File: src/rtl/mc_pkg.sv
// Shared encodings for the parameterised multicycle core: opcodes, FSM
// state codes, instruction field positions and the flag word layout.
package mc_pkg;

  typedef enum logic [2:0] {
    S_FETCH  = 3'd0,
    S_DECODE = 3'd1,
    S_EXEC   = 3'd2,
    S_MEM    = 3'd3,
    S_WB     = 3'd4,
    S_HALT   = 3'd5
  } state_e;

  localparam logic [3:0] OP_ADD  = 4'h1;
  localparam logic [3:0] OP_SUB  = 4'h2;
  localparam logic [3:0] OP_AND  = 4'h3;
  localparam logic [3:0] OP_OR   = 4'h4;
  localparam logic [3:0] OP_ADC  = 4'h5;
  localparam logic [3:0] OP_LI   = 4'h6;
  localparam logic [3:0] OP_LD   = 4'h7;
  localparam logic [3:0] OP_ST   = 4'h8;
  localparam logic [3:0] OP_BZ   = 4'h9;
  localparam logic [3:0] OP_JMP  = 4'hA;
  localparam logic [3:0] OP_JAL  = 4'hB;
  localparam logic [3:0] OP_HALT = 4'hF;

  localparam int OP_HI = 15, OP_LO = 12;
  localparam int D_HI  = 11, D_LO  = 9;
  localparam int M_HI  = 8,  M_LO  = 6;
  localparam int N_HI  = 5,  N_LO  = 3;
  localparam int IMM_HI = 7;

  typedef struct packed {
    logic n;
    logic z;
    logic c;
  } psw_t;

endpackage

File: src/rtl/mc_core_param_if.sv
// Memory bus between the core and the shared instruction/data memory.
interface mc_core_param_if #(
  parameter int DW = 16,
  parameter int AW = 8
);
  logic          mem_req;
  logic          mem_we;
  logic [AW-1:0] mem_addr;
  logic [DW-1:0] mem_wdata;
  logic [DW-1:0] mem_rdata;
  logic          mem_ack;

  modport master (output mem_req, mem_we, mem_addr, mem_wdata,
                  input  mem_rdata, mem_ack);
  modport slave  (input  mem_req, mem_we, mem_addr, mem_wdata,
                  output mem_rdata, mem_ack);
endinterface

File: src/rtl/mc_regfile.sv
// 8 x DW register file: three combinational reads, one synchronous write.
module mc_regfile #(
  parameter int DW = 16
) (
  input  logic          clk,
  input  logic          rst_n,
  input  logic          we_i,
  input  logic [2:0]    waddr_i,
  input  logic [DW-1:0] wdata_i,
  input  logic [2:0]    ra_i,
  input  logic [2:0]    rb_i,
  input  logic [2:0]    rd_i,
  output logic [DW-1:0] a_o,
  output logic [DW-1:0] b_o,
  output logic [DW-1:0] d_o
);
  logic [7:0][DW-1:0] regs_q;

  always_ff @(posedge clk or negedge rst_n) begin
    if (!rst_n)    regs_q <= '0;
    else if (we_i) regs_q[waddr_i] <= wdata_i;
  end

  assign a_o = regs_q[ra_i];
  assign b_o = regs_q[rb_i];
  assign d_o = regs_q[rd_i];
endmodule

File: src/rtl/mc_core_param.sv
// Multicycle core: sequencer and datapath in one block, memory accesses
// through a req/ack handshake that tolerates any number of wait states.
module mc_core_param
  import mc_pkg::*;
#(
  parameter int            DW       = 16,
  parameter int            AW       = 8,
  parameter logic [AW-1:0] RESET_PC = '0
) (
  input  logic            clk,
  input  logic            Rst_n,
  mc_core_param_if.master bus,
  output logic [AW-1:0]   pc,
  output logic [2:0]      psw,
  output logic            halted,
  output logic [2:0]      state
);
  state_e        state_q, state_d;
  logic [AW-1:0] pc_q, pc_d;
  logic [15:0]   ir_q, ir_d;
  logic [DW-1:0] a_q, a_d, b_q, b_d, d_q, d_d, res_q, res_d;
  psw_t          psw_q, psw_d;

  logic [DW-1:0] rf_a, rf_b, rf_d;
  logic          rf_we, req, we;
  logic [AW-1:0] addr;
  logic [3:0]    op;
  logic [DW:0]   sum;
  logic [DW-1:0] alu_y, imm_dw;
  logic [AW-1:0] imm_aw;
  logic          alu_c;
  logic signed [7:0] imm_s;

  assign op     = ir_q[OP_HI:OP_LO];
  assign imm_s  = ir_q[IMM_HI:0];
  assign imm_dw = DW'(imm_s);
  assign imm_aw = AW'(imm_s);

  mc_regfile #(.DW(DW)) u_rf (
    .clk(clk), .rst_n(Rst_n),
    .we_i(rf_we), .waddr_i(ir_q[D_HI:D_LO]), .wdata_i(res_q),
    .ra_i(ir_q[M_HI:M_LO]), .rb_i(ir_q[N_HI:N_LO]), .rd_i(ir_q[D_HI:D_LO]),
    .a_o(rf_a), .b_o(rf_b), .d_o(rf_d)
  );

  always_comb begin
    sum   = '0;
    alu_y = '0;
    alu_c = 1'b0;
    case (op)
      OP_ADD: begin
        sum   = {1'b0, a_q} + {1'b0, b_q};
        alu_y = sum[DW-1:0];
        alu_c = sum[DW];
      end
      OP_ADC: begin
        sum   = {1'b0, a_q} + {1'b0, b_q} + (DW+1)'(psw_q.c);
        alu_y = sum[DW-1:0];
        alu_c = sum[DW];
      end
      OP_SUB: begin
        alu_y = a_q - b_q;
        alu_c = (a_q >= b_q);  // carry means no borrow
      end
      OP_AND: alu_y = a_q & b_q;
      OP_OR:  alu_y = a_q | b_q;
      default: ;
    endcase
  end

  always_comb begin
    state_d = state_q;
    pc_d    = pc_q;
    ir_d    = ir_q;
    a_d     = a_q;
    b_d     = b_q;
    d_d     = d_q;
    res_d   = res_q;
    psw_d   = psw_q;
    req     = 1'b0;
    we      = 1'b0;
    addr    = pc_q;
    rf_we   = 1'b0;
    unique case (state_q)
      S_FETCH: begin
        req = 1'b1;
        if (bus.mem_ack) begin
          ir_d    = bus.mem_rdata[15:0];
          pc_d    = pc_q + AW'(1);
          state_d = S_DECODE;
        end
      end
      S_DECODE: begin
        a_d     = rf_a;
        b_d     = rf_b;
        d_d     = rf_d;
        state_d = (op == OP_HALT) ? S_HALT : S_EXEC;
      end
      S_EXEC: begin
        state_d = S_FETCH;
        case (op)
          OP_ADD, OP_SUB, OP_AND, OP_OR, OP_ADC: begin
            res_d   = alu_y;
            psw_d   = '{n: alu_y[DW-1], z: (alu_y == '0), c: alu_c};
            state_d = S_WB;
          end
          OP_LI: begin
            res_d   = imm_dw;
            state_d = S_WB;
          end
          OP_LD, OP_ST: state_d = S_MEM;
          OP_BZ:  if (psw_q.z) pc_d = pc_q + imm_aw;
          OP_JMP: pc_d = a_q[AW-1:0];
          OP_JAL: begin
            res_d   = DW'(pc_q);
            pc_d    = a_q[AW-1:0];
            state_d = S_WB;
          end
          default: ;
        endcase
      end
      S_MEM: begin
        req  = 1'b1;
        addr = a_q[AW-1:0];
        we   = (op == OP_ST);
        if (bus.mem_ack) begin
          if (op == OP_LD) begin
            res_d   = bus.mem_rdata;
            state_d = S_WB;
          end else begin
            state_d = S_FETCH;
          end
        end
      end
      S_WB: begin
        rf_we   = 1'b1;
        state_d = S_FETCH;
      end
      S_HALT: ;
      default: state_d = S_FETCH;
    endcase
  end

  always_ff @(posedge clk or negedge Rst_n) begin
    if (!Rst_n) begin
      state_q <= S_FETCH;
      pc_q    <= RESET_PC;
      ir_q    <= '0;
      a_q     <= '0;
      b_q     <= '0;
      d_q     <= '0;
      res_q   <= '0;
      psw_q   <= '0;
    end else begin
      state_q <= state_d;
      pc_q    <= pc_d;
      ir_q    <= ir_d;
      a_q     <= a_d;
      b_q     <= b_d;
      d_q     <= d_d;
      res_q   <= res_d;
      psw_q   <= psw_d;
    end
  end

  // Reset state is FETCH, so the request is gated to drop during reset.
  assign bus.mem_req   = req & Rst_n;
  assign bus.mem_we    = we;
  assign bus.mem_addr  = addr;
  assign bus.mem_wdata = d_q;

  assign pc     = pc_q;
  assign psw    = psw_q;
  assign halted = (state_q == S_HALT);
  assign state  = state_q;
endmodule

File: src/flat_wrapper.sv
// flat-port wrapper written by rule: the top's interface ports become plain ports
module mc_core_param_flat import mc_pkg::*;
#(
  parameter int            DW       = 16,
  parameter int            AW       = 8,
  parameter logic [AW-1:0] RESET_PC = '0
)
  (clk, Rst_n, pc, psw, halted, state, bus_mem_req, bus_mem_we, bus_mem_addr, bus_mem_wdata, bus_mem_rdata, bus_mem_ack);
  mc_core_param_if #(.DW(DW), .AW(AW)) bus_i ();
  input  logic clk;
  input  logic Rst_n;
  output logic [AW-1:0] pc;
  output logic [2:0] psw;
  output logic halted;
  output logic [2:0] state;
  output wire logic [$bits(bus_i.mem_req)-1:0] bus_mem_req;
  output wire logic [$bits(bus_i.mem_we)-1:0] bus_mem_we;
  output wire logic [$bits(bus_i.mem_addr)-1:0] bus_mem_addr;
  output wire logic [$bits(bus_i.mem_wdata)-1:0] bus_mem_wdata;
  input wire logic [$bits(bus_i.mem_rdata)-1:0] bus_mem_rdata;
  input wire logic [$bits(bus_i.mem_ack)-1:0] bus_mem_ack;
  assign bus_mem_req = bus_i.mem_req;
  assign bus_mem_we = bus_i.mem_we;
  assign bus_mem_addr = bus_i.mem_addr;
  assign bus_mem_wdata = bus_i.mem_wdata;
  assign bus_i.mem_rdata = bus_mem_rdata;
  assign bus_i.mem_ack = bus_mem_ack;
  mc_core_param #(.DW(DW), .AW(AW), .RESET_PC(RESET_PC)) u_core (.clk(clk), .Rst_n(Rst_n), .bus(bus_i), .pc(pc), .psw(psw), .halted(halted), .state(state));
endmodule
File: config.mk
export PLATFORM = sky130hd
export DESIGN_NAME = mc_core_param_flat
export DESIGN_NICKNAME = d
export VERILOG_FILES = /design/src/rtl/mc_pkg.sv /design/src/rtl/mc_core_param_if.sv /design/src/rtl/mc_regfile.sv /design/src/rtl/mc_core_param.sv /design/src/flat_wrapper.sv
export SDC_FILE = /design/constraint.sdc
export NUM_CORES = 1
export LEC_CHECK = 0
export BUFFER_PORTS_ARGS = -buffer_cell sky130_fd_sc_hd__buf_2
export CAP_MARGIN = 10
export CORE_AREA = 3 3 178 180
export DETAILED_ROUTE_END_ITERATION = 16
export DIE_AREA = 0 0 181 183
export GPL_TIMING_DRIVEN = 0
export PLACE_DENSITY = 0.64
export SLEW_MARGIN = 20
export SYNTH_ARGS = -nofsm -noshare
export SYNTH_HDL_FRONTEND = slang
export SYNTH_SLANG_ARGS = --single-unit
export TNS_END_PERCENT = 50
File: constraint.sdc
create_clock -name clk -period 6.7 [get_ports clk]
set_input_delay 0.67 -clock clk [delete_from_list [all_inputs] [get_ports clk]]
set_output_delay 0.67 -clock clk [all_outputs]
set_load 0.1 [all_outputs]
After elaboration in Yosys (flattened, before gate mapping)
Index checks and enable logic that the tools add are counted.
{"block": "totals", "elab_cells": 99, "inputBits": 19, "ff_bits": 222, "out_inout_bits": 41}
{"block": "classes", "addsub": 5, "magnitude_cmp": 5, "muxes": 29, "reduce_logical": 15, "bitwise": 4, "eq_ne": 23}
{"cell": "16-bit binary-select mux with 3-bit select", "n": 3}
{"cell": "128-bit bitwise mux", "n": 1}
{"cell": "16-bit 2-to-1 mux", "n": 6}
{"cell": "16-bit one-hot mux with 5 select lines", "n": 1}
{"cell": "16-bit demux with 3-bit select", "n": 1}
{"cell": "16-bit one-hot mux with 3 select lines", "n": 1}
{"cell": "16-bit one-hot mux with 2 select lines", "n": 1}
{"cell": "8-bit one-hot mux with 2 select lines", "n": 2}
{"cell": "8-bit 2-to-1 mux", "n": 3}
{"cell": "4-bit == test (second input constant)", "n": 5}
{"cell": "16-bit by 16-bit adder with 17-bit output", "n": 1}
{"cell": "17-bit by 1-bit adder with 17-bit output", "n": 1}
{"cell": "16-bit AND", "n": 1}
{"cell": "4-bit by 3-bit == test with 1-bit output (second input constant)", "n": 4}
{"cell": "16-bit greater-or-equal comparator", "n": 1}
{"cell": "16-bit logical NOT", "n": 1}
{"cell": "16-bit OR", "n": 1}
{"cell": "16-bit subtractor", "n": 1}
{"cell": "3-bit one-hot mux with 5 select lines", "n": 1}
{"cell": "3-bit by 4-bit < comparator with 1-bit output (second input constant)", "n": 3}
{"cell": "3-bit 2-to-1 mux", "n": 4}
{"cell": "8-bit by 1-bit adder with 8-bit output (second input constant)", "n": 1}
{"cell": "8-bit adder", "n": 1}
{"cell": "4-bit by 2-bit == test with 1-bit output (second input constant)", "n": 2}
{"cell": "23 further kinds", "n": 34}

Longest topological paths before layout
Gate-level depths: netlist of the first run.
{"block": "depth", "word_depth": 5, "mapped_depth": 14, "mapped_depth_nobuf": 14}

Hierarchy
A second synthesis of the first run with hierarchy kept.
{"block": "unflattened", "hier_cells": 1334, "area_unflattened_um2": 15574.9}
{"mod": "mc_regfile", "seq_area_each_um2": 3203.1, "area_per_inst_um2": 8066.5, "cells_per_inst": 450, "instances": 1}
{"mod": "mc_core_param", "seq_area_each_um2": 2352.3, "area_per_inst_um2": 7508.5, "cells_per_inst": 884, "instances": 1}

Worst setup path after synthesis of the first run
OpenSTA, ideal clock, no wires.
{"block": "synth_path", "path_kind": "register to output", "startpoint": "register u_core.state_q[1] (netlist: u_core.state[1])", "endpoint": "output port bus_mem_addr[0]", "n_path_buf": 3, "stages_incl_launch_ff": 6, "required_time_ns": 6.030, "slack_ns": 2.110, "arrival_ns": 3.920, "cell_sequence": "dfrtp_1 clkbuf_1 nand3_1 clkbuf_1 clkbuf_1 o21ai_0"}
{"block": "synth_between", "elab_chain_cells": 2}
{"item": "start: declaration", "line_no": "mc_core_param.sv:18", "rtl": "state_e state_q, state_d;"}
{"item": "start signal: assignment", "line_no": "mc_core_param.sv:155", "rtl": "state_q <= state_d;"}
{"item": "3-bit by 2-bit == test with 1-bit output", "line_no": "mc_core_param.sv:84", "rtl": "unique case (state_q)"}
{"item": "8-bit 2-to-1 mux", "line_no": "mc_core_param.sv:84"}
{"item": "end: declaration", "line_no": "flat_wrapper.sv:18", "rtl": "output wire logic [$bits(bus_i.mem_addr)-1:0] bus_mem_addr;"}
No other way between the ends.

Worst setup path after layout of the first run
{"block": "layout_path", "startpoint": "register u_core.a_q[7]", "endpoint": "register u_core.psw_q (netlist bit u_core.psw[1])"}
{"block": "layout_between", "elab_chain_cells": 4, "word_cells_on_any_way": 7, "classes_between": "3 x add/sub; 1 x mux; 2 x bitwise; 1 x reduce/logical"}
{"item": "start: declaration", "line_no": "mc_core_param.sv:21", "rtl": "logic [DW-1:0] a_q, a_d, b_q, b_d, d_q, d_d, res_q, res_d;"}
{"item": "start signal: assignment", "line_no": "mc_core_param.sv:149", "rtl": "a_q <= '0;"}
{"item": "start signal: assignment", "line_no": "mc_core_param.sv:158", "rtl": "a_q <= a_d;"}
{"item": "16-bit by 16-bit adder with 17-bit output", "line_no": "mc_core_param.sv:52, mc_core_param.sv:57"}
{"item": "17-bit by 1-bit adder with 17-bit output", "line_no": "mc_core_param.sv:57", "rtl": "sum = {1'b0, a_q} + {1'b0, b_q} + (DW+1)'(psw_q.c);"}
{"item": "16-bit one-hot mux with 5 select lines *", "line_no": "mc_core_param.sv:50", "rtl": "case (op)"}
{"item": "16-bit logical NOT *", "line_no": "mc_core_param.sv:104", "rtl": "psw_d = '{n: alu_y[DW-1], z: (alu_y == '0), c: alu_c};"}
{"item": "end signal: assignment", "line_no": "mc_core_param.sv:162", "rtl": "psw_q <= psw_d;"}
{"item": "end: declaration", "line_no": "mc_core_param.sv:22", "rtl": "psw_t psw_q, psw_d;"}
Every way passes the cells marked *; elsewhere a longest branch is shown, timed or not.
A chain may end at the register's enable or synchronous reset.

==> results of run 1 <==
## state kept, by name, indices dropped and copies added (netlist names)
| name | cells |
|---|---|
| u_core.b_q | 16 |
| u_core.bus.mem_wdata | 16 |
| u_core.res_q | 16 |
| u_core.pc | 8 |
| u_core.ir_q | 16 |
| u_core.u_rf.regs_q | 128 |
| u_core.state | 3 |
| u_core.psw | 3 |
| u_core.a_q | 16 |
## layout make-up
| cell class | count | area share (%) |
|---|---|---|
| buffer | 95 | 2.28 |
| clock buffer | 37 | 4.55 |
| inverter | 65 | 1.46 |
| multi-input combinational | 1025 | 52.5 |
| sequential | 222 | 33.1 |
| clock inverter | 10 | 0.933 |
| timing repair buffer | 61 | 2.15 |
| tap | 396 | 2.96 |
## worst max-delay path by stage
stage	from	endpoint	slack [ps]	cells past startpoint
final	u_core.a_q[7]	u_core.psw[1]	2400	13
after global routing	u_core.b_q[0]	u_core.psw[1]	2230	12
after CTS	u_core.a_q[0]	u_core.psw[1]	2540	12
after detailed placement	u_core.a_q[0]	u_core.psw[1]	2590	12
after global placement	Rst_n	bus_mem_req	470	4
after floorplan	u_core.state[1]	bus_mem_addr[0]	2110	5
## synth_stat cells (15+ instances only)
| library cell | n |
|---|---|
| nand3_1 | 26 |
| dfrtp_1 | 222 |
| mux2i_1 | 47 |
| inv_1 | 65 |
| mux4_2 | 74 |
| buf_1 | 22 |
| ha_1 | 64 |
| mux2_2 | 162 |
| nand2_1 | 72 |
| o21ai_0 | 50 |
| a221oi_1 | 18 |
| clkbuf_1 | 65 |
| xnor2_1 | 27 |
| a21oi_1 | 115 |
| a22oi_1 | 15 |
| nor2_1 | 128 |
## layout by cell type (no fill, tap or decap), drive strengths merged, types with 9 or more instances in the layout
cell      n
a21oi   116
mux4     74
o211ai    9
a211oi   11
dfrtp   222
buf      89
inv      65
a221oi   19
nor3     10
a21o     12
mux2i    47
nor4      9
nand3    27
nor2b    12
xnor2    27
nor2    129
o21ai    62
a22oi    15
clkbuf  104
nand2    72
ha       64
o22ai    12
mux2    162
xor2     12
## per-stage QoR
| stage | worst slack [ps] | std cells |
|---|---|---|
| detailed placement | 2590 | 1864 |
| CTS | 2540 | 1911 |
| floorplan | 2110 | 1407 |
| global route | 2230 | 1911 |
| finish | 2400 | 1911 |
| global placement | 474 | 1862 |
## worst max-delay path: stages (launching register included)
cell	delay, ps
dfrtp_1	590
inv_1	180
ha_1	380
clkbuf_1	240
nor4_1	700
inv_1	90
o221a_2	290
o211ai_1	180
o221ai_1	220
o31a_1	330
xnor2_1	130
a221oi_1	410
o21ai_0	180
o31ai_2	270
## layer usage
| layer | vias up | track usage (%) | part of all wire [%] |
|---|---|---|---|
| met5 | - | 0 | 0 |
| met4 | 0 | 9.87 | 3.2 |
| met3 | 101 | 3.71 | 7.5 |
| met2 | 556 | 47.7 | 48 |
| met1 | 6260 | 39.1 | 42 |
| li1 | 5421 | - | - |
## cell families (layout without fill, tap and decap cells)
kind of cell,count (synthesis),count (layout),share of synthesized area [%]
flops,222,222,37.1
fa+ha+maj,67,67,5.75
simple gates,302,302,9.32
compound gates,334,334,14.8
mux,283,283,26.4
buf+inv,160,268,4.13
xor+xnor,39,39,2.46
==> metrics, run 1 <==
outcome=completed; Total GRT Usage=28.6%; Die Width=roughly 180 um; critical setup path kind=flip-flop to flip-flop; antenna violations before repair=0; Setup Buffers After CTS=0; leading area contributor after synthesis=dfrtp_1; first-pass detailed-route iteration total=6; Setup crit end kind=flip-flop; vias in the first global route=12,100; max_cap viols=0; CTS root buf=clkbuf_16; FMAX=233 MHz; clock insertion delay at the later pin of the skew report=530 ps; core area=30,300 um^2; # nets final=1,582; Port-buffer cells=59; register area share after synthesis=37.1%; Num CTS Buffers=26; setup tns final=0 ps; worst-case reg-to-reg path depth=13; RSZ-0062 raised after global routing=no; top_reg_cell synth=dfrtp_1; Core Util, Final=between 50% and 60%; WP data arrival=4720 ps; Fin. Hold Viols=0; Synth Net Count=between 1,000 and 1,500; Max H-tree Level=1; Cell Area, Placed=15,800 um^2; Die Footprint=33,100 um^2; cts repair resizes=0; routed length per instance=25.4 um; die height=183 um; synth warn=0; reg2reg end=u_core.psw[1]; # fillers=2,654; largest net degree at the start of global routing=81; reg2reg setup slack=2400 ps; Area growth, synth to finish=11.9%; FF-to-FF Start=u_core.a_q[7]; register area=between 5000 and 6000 um^2; Setup-failing EPs final=0; vias per cell=6.46; post-route minimum period=4300 ps; detailed placer's ending HPWL=35.4 mm; Synth Instances=1,407; top post-synthesis cells by area=dfrtp_1, mux2_2, mux4_2, ha_1, a21oi_1; I/O pin count=60; Slew Limit Fails=0; synthesized area per cell=10.6 um^2; CP Max Fanout=10; Worst Clk Skew=19.9 ps; design area=approximately 17,000 um^2; Post-synth EDFFs=0; DRC Markers=0; RePlAce Congestion=0.928; Overflow after GRT=0; slew margin rel.=29.4%; #FFs+latches synth=222; clock slew at reported path FFs=60 ps; Std-Cell Rows=64; DRT iter0 DRCs=1,416; antenna fix cells=0; Startpoint Class=flip-flop; via count=between 10,000 and 15,000; worst hold path type=primary input to asynchronous set/reset pin; layout cells sized above 1=24.7%; Routed WL=approximately 49 mm; Final Cycle Share=approximately 64%; CTS tree=done; CTS Buffer Depth=3; Syn Std Cell Area=15,000 um^2; clock sinks=about 220; worst slew pin tran=roughly 1100 ps; ANT nets after route=0; Cell variety after synth=83; Worst Path Required=7130 ps; WHS=just under 90 ps; first-pass GRT wire length=73.2 mm; top cell type's share of synthesized area=37.1%; ys async rst share=100%; area of the multi-input gates=approximately 9000 um^2; initial core utilization=49.4%; Post-CTS Hold Fix Bufs=0
Power of run 1 is not shown: default switching activity piles up to over one toggle a cycle in this logic, so the estimate is an artifact.
==> run 2, diff against run 1 <==
Settings changed: PLACE_DENSITY 0.64 to 0.66.
Clock period 6.7 ns to 3.5 ns, I/O delays scaled along.
==> metrics, run 2 (synthesis gave the netlist of run 1 again) <==
outcome=complete, but fails checks; failing checks=negative setup slack; setup ws final=-61.5 ps; slew margin rel.=24.5%; CP max stage delay=roughly 470 ps; WP buf/inv=3; RePlAce Congestion=0.931; critical-path cell list=inv_1 > ha_1 > clkbuf_4 > nor4_4 > inv_1 > o221a_2 > o211ai_1 > o221ai_2 > o31a_1 > xnor2_1 > a221oi_2 > o21ai_0 > o31ai_2; post-route minimum period=3560 ps; DRC Markers=0; critical path depth in cells=13; Finished Layout Cells=roughly 1,900; Routed WL=49.4 mm; most frequent CP cell=inv_1; via count=between 10,000 and 15,000; Setup-failing EPs final=3; Reg with most FFs=u_core.u_rf.regs_q; # fillers=2,576; max_cap viols=0; clock slew at reported path FFs=60 ps; Final Cycle Share=102%; Worst Clk Skew=9.70 ps; CTS Buffer Depth=3; CP Max Fanout=10; WP data arrival=4000 ps; Placed Instances=1,864; Die Width=181 um; antenna fix cells=0; largest net degree at the start of global routing=97; die height=183 um; DRT iter0 DRCs=1,399; hold path depth=3; most common cell after layout, fill and taps aside=dfrtp_1; CP delay by family, top=compound AO/OA/AOI/OAI gates; worst hold path type=primary input to flip-flop; I/O pin count=60; FMAX=281 MHz; setup tns final=-84.0 ps; layout cells sized above 1=30.4%; Total GRT Usage=28.6%; worst-case reg-to-reg path depth=13; RSZ-0062 raised after global routing=yes; Worst Path Required=3930 ps; Port-buffer cells=59; Num CTS Buffers=25; Area growth, synth to finish=16.1%; Max H-tree Level=1; initial core utilization=49.4%; Overflow after GRT=0; detailed placer's ending HPWL=35.2 mm; vias per cell=between 6 and 7; first-pass detailed-route iteration total=6; first-pass GRT wire length=between 70 and 80 mm; routed length per instance=around 25 um; Slew Limit Fails=0; register area=5570 um^2; commonest non-fill, non-tap cells in the layout=dfrtp_1, mux2_2, nor2_1; clock insertion delay at the later pin of the skew report=530 ps; vias in the first global route=12,200; CTS tree=done; worst slew pin tran=approximately 1100 ps; Die Footprint=33,100 um^2; CTS root buf=clkbuf_16; max FFs per register=128; Crit-path slowest cell=dfrtp_2; Std-Cell Rows=64; # nets final=1,617; area of the multi-input gates=9160 um^2; Fin. Hold Viols=0; core area=roughly 30,000 um^2; Startpoint Class=flip-flop; Setup crit end kind=flip-flop; clock sinks=222; ANT nets after route=0; antenna violations before repair=0; critical setup path kind=flip-flop to flip-flop
-- run 2: through the flow --
stage	setup WS (ps)	cell area (um^2)	hold slack, ps	util (%)
detailed placement	-622	15800	307	52.2
CTS	-23.3	17000	49.6	56.2
global placement	-2090	15800	509	52.0
global route	-179	17400	57.3	57.3
finish	-61.5	17400	58.1	57.3
floorplan	-44.1	15000	54.4	-
-- run 2: layout make-up --
class / count / area share [%]
multi-input cells: 1025 / 52.7
repair buffers: 97 / 3.73
flip-flops and latches: 222 / 32.0
plain buffers: 95 / 2.24
well taps: 396 / 2.85
clock inverters: 7 / 0.676
inverters: 65 / 1.40
clock buffers: 38 / 4.40
-- run 2: per-layer routing --
| layer | GRT usage (%) | vias up | part of all wire [%] |
|---|---|---|---|
| met5 | 0 | - | 0 |
| li1 | - | 5482 | - |
| met2 | 46.3 | 678 | 47 |
| met1 | 39.4 | 6368 | 41 |
| met3 | 4.84 | 108 | 8.9 |
| met4 | 10.3 | 0 | 3.5 |
-- run 2: tightest hold or removal path, delay by kind of cell --
| family | cells | cell delay (ps) |
|---|---|---|
| and+or+nand+nor | 1 | 50 |
| buffers and inverters | 1 | 90 |
| AOI/OAI and AO/OA | 1 | 60 |
-- run 2: path summary, 6_finish.rpt --
path                                          from                      end  slack (ps)
setup / recovery                     u_core.a_q[6]            u_core.psw[1]         -60
hold / removal                    bus_mem_rdata[1]           u_core.ir_q[1]          60
setup reg to reg                     u_core.a_q[6]            u_core.psw[1]         -60
hold reg to reg            u_core.bus.mem_wdata[7]  u_core.bus.mem_wdata[7]         530
max in group asynchronous                    Rst_n            u_core.a_q[6]        2290
min in group asynchronous                    Rst_n  u_core.u_rf.regs_q[115]         330
-- run 2: repair_timing --
item | in CTS | in global routing
hold endpoints to repair | 55 | 0
pin swaps | 21 | 22
hold buffers | 1 | 0
cloned | 0 | 0
resized for setup | 54 | 36
setup buffers | 18 | 17
endpoints found under the setup margin | 25 | 12
Power of run 2 is left out for the same reason.
==> run 3, diff against run 2 <==
Settings changed: BUFFER_PORTS_ARGS -buffer_cell sky130_fd_sc_hd__buf_2 to -buffer_cell sky130_fd_sc_hd__clkbuf_2, CORE_AREA 3 3 178 180 to 3 3 167 169, DIE_AREA 0 0 181 183 to 0 0 170 172, PLACE_DENSITY 0.66 to 0.74.
==> metrics, run 3 (synthesis gave the netlist of run 1 again) <==
worst-case reg-to-reg path depth=12; critical setup path kind=flip-flop to flip-flop; Slew Limit Fails=0; Max H-tree Level=1; CP Max Fanout=4; slew margin rel.=27.3%; Port-buffer cells=59; DRT iter0 DRCs=1,576; clock sinks=222; RSZ-0062 raised after global routing=yes; first-pass detailed-route iteration total=6; Total GRT Usage=32.6%; first-pass GRT wire length=between 70 and 80 mm; design area=17,400 um^2; Startpoint Class=flip-flop; max_cap viols=0; via count=12,900; largest net degree at the start of global routing=88; max FFs per register=128; CTS tree=done; initial core utilization=56.0%; CP max stage delay=roughly 550 ps; I/O pin count=60; Crit-path slowest cell=or4_4; Placed Instances=about 1,800; layout cells sized above 1=between 30 and 40%; Area growth, synth to finish=16.0%; CTS Buffer Depth=3; ANT nets after route=0; Worst Path Required=just under 4000 ps; outcome=completed; core area=26,700 um^2; DRC Markers=0; most common cell after layout, fill and taps aside=dfrtp_1; # nets final=1,620; Overflow after GRT=0; antenna fix cells=0; CP delay by family, top=simple AND/OR/NAND/NOR gates; detailed placer's ending HPWL=34.0 mm; FMAX=286 MHz; critical path depth in cells=12; clock slew at reported path FFs=60 ps; WP buf/inv=2; Cell Area, Placed=around 16,000 um^2; Routed WL=slightly below 50 mm; WP data arrival=between 3000 and 4000 ps; Finished Layout Cells=1,893; Num CTS Buffers=25; reg2reg end=u_core.psw[1]; vias in the first global route=12,400; Hold Startpoint=bus_mem_rdata[1]; Die Width=around 170 um; Std-Cell Rows=60; worst slew pin tran=1090 ps; Setup-failing EPs final=0; Reg with most FFs=u_core.u_rf.regs_q; critical-path cell list=buf_4 > fa_2 > xor2_2 > buf_4 > xor2_2 > a221oi_2 > o21ai_1 > or4_4 > or4_4 > nor4_4 > nand4_1 > o31ai_2; Core Util, Final=roughly 65%; clock insertion delay at the later pin of the skew report=520 ps; CTS root buf=clkbuf_16; commonest non-fill, non-tap cells in the layout=dfrtp_1, mux2_2, nor2_1; crit path from=u_core.b_q[1]; antenna violations before repair=0; Die Footprint=29,200 um^2; RePlAce Congestion=approximately 0.96; post-route minimum period=3490 ps; vias per cell=roughly 7; routed length per instance=roughly 26 um; Final Cycle Share=between 90 and 100%; worst hold path type=primary input to flip-flop; Worst Clk Skew=18.0 ps; Fin. Hold Viols=0; reg2reg setup slack=6 ps; crit path to=u_core.psw[1]; die height=172 um; FF-to-FF Start=u_core.b_q[1]; Setup crit end kind=flip-flop
## run 3: changes by cell type in the layout (fill, tap and decap cells not counted), sizes merged
cell and delta:
clkinv +3, inv -1, buf -56, clkbuf +54
bufinv +3
## run 3: how the worst min path moves through the flow
stage | depth (start not counted) | slack, ps | to
floorplan | 0 | 50 | u_core.a_q[0]
detailed placement | 1 | 460 | u_core.u_rf.regs_q[115]
global route | 3 | 60 | u_core.ir_q[1]
global placement | 2 | 510 | u_core.bus.mem_wdata[8]
finish | 3 | 60 | u_core.ir_q[1]
CTS | 3 | 50 | u_core.ir_q[1]
## run 3: what timing repair did
| action | in CTS | in global routing |
|---|---|---|
| pin swaps | 18 | 25 |
| hold endpoints to repair | 85 | 0 |
| hold buffers | 1 | 0 |
| resized for setup | 47 | 49 |
| buffers inserted | 21 | 17 |
| setup endpoints to repair | 13 | 23 |
| cloned | 0 | 0 |
## run 3: layout make-up
type,instances,area (um^2)
buffer,95,389
clock buffer,33,686
clock inverter,12,210
fill,2061,9350
inverter,65,244
multi-input combinational,1025,9190
sequential,222,5570
tap,341,427
timing repair buffer,100,662
## run 3: per-layer routing
metal,vias up,wire (um),GRT usage (%)
met5,-,0,0
met3,169,5110,5.30
met1,6385,18700,43.8
met4,0,2380,13.9
li1,5496,-,-
met2,871,22500,53.1
## run 3: per-stage QoR
stage	hold slack, ps	worst slack [ps]	setup TNS (ps)
3_3_place_gp	515	-2490	-506000
4_1_cts	51.1	-12.3	-12.3
5_1_grt	63.8	-98.0	-323
3_5_place_dp	461	-595	-3740
6_report	64.3	6.05	0
2_1_floorplan	54.4	-44.1	-353
## run 3: worst reg2reg max path: stages, from the launching register on
cell and delay, ps:
dfrtp_2 450, buf_4 160, fa_2 460, xor2_2 180, buf_4 160, xor2_2 150, a221oi_2 210, o21ai_1 160
or4_4 550, or4_4 460, nor4_4 140, nand4_1 150, o31ai_2 190
Power of run 3 is left out for the same reason.
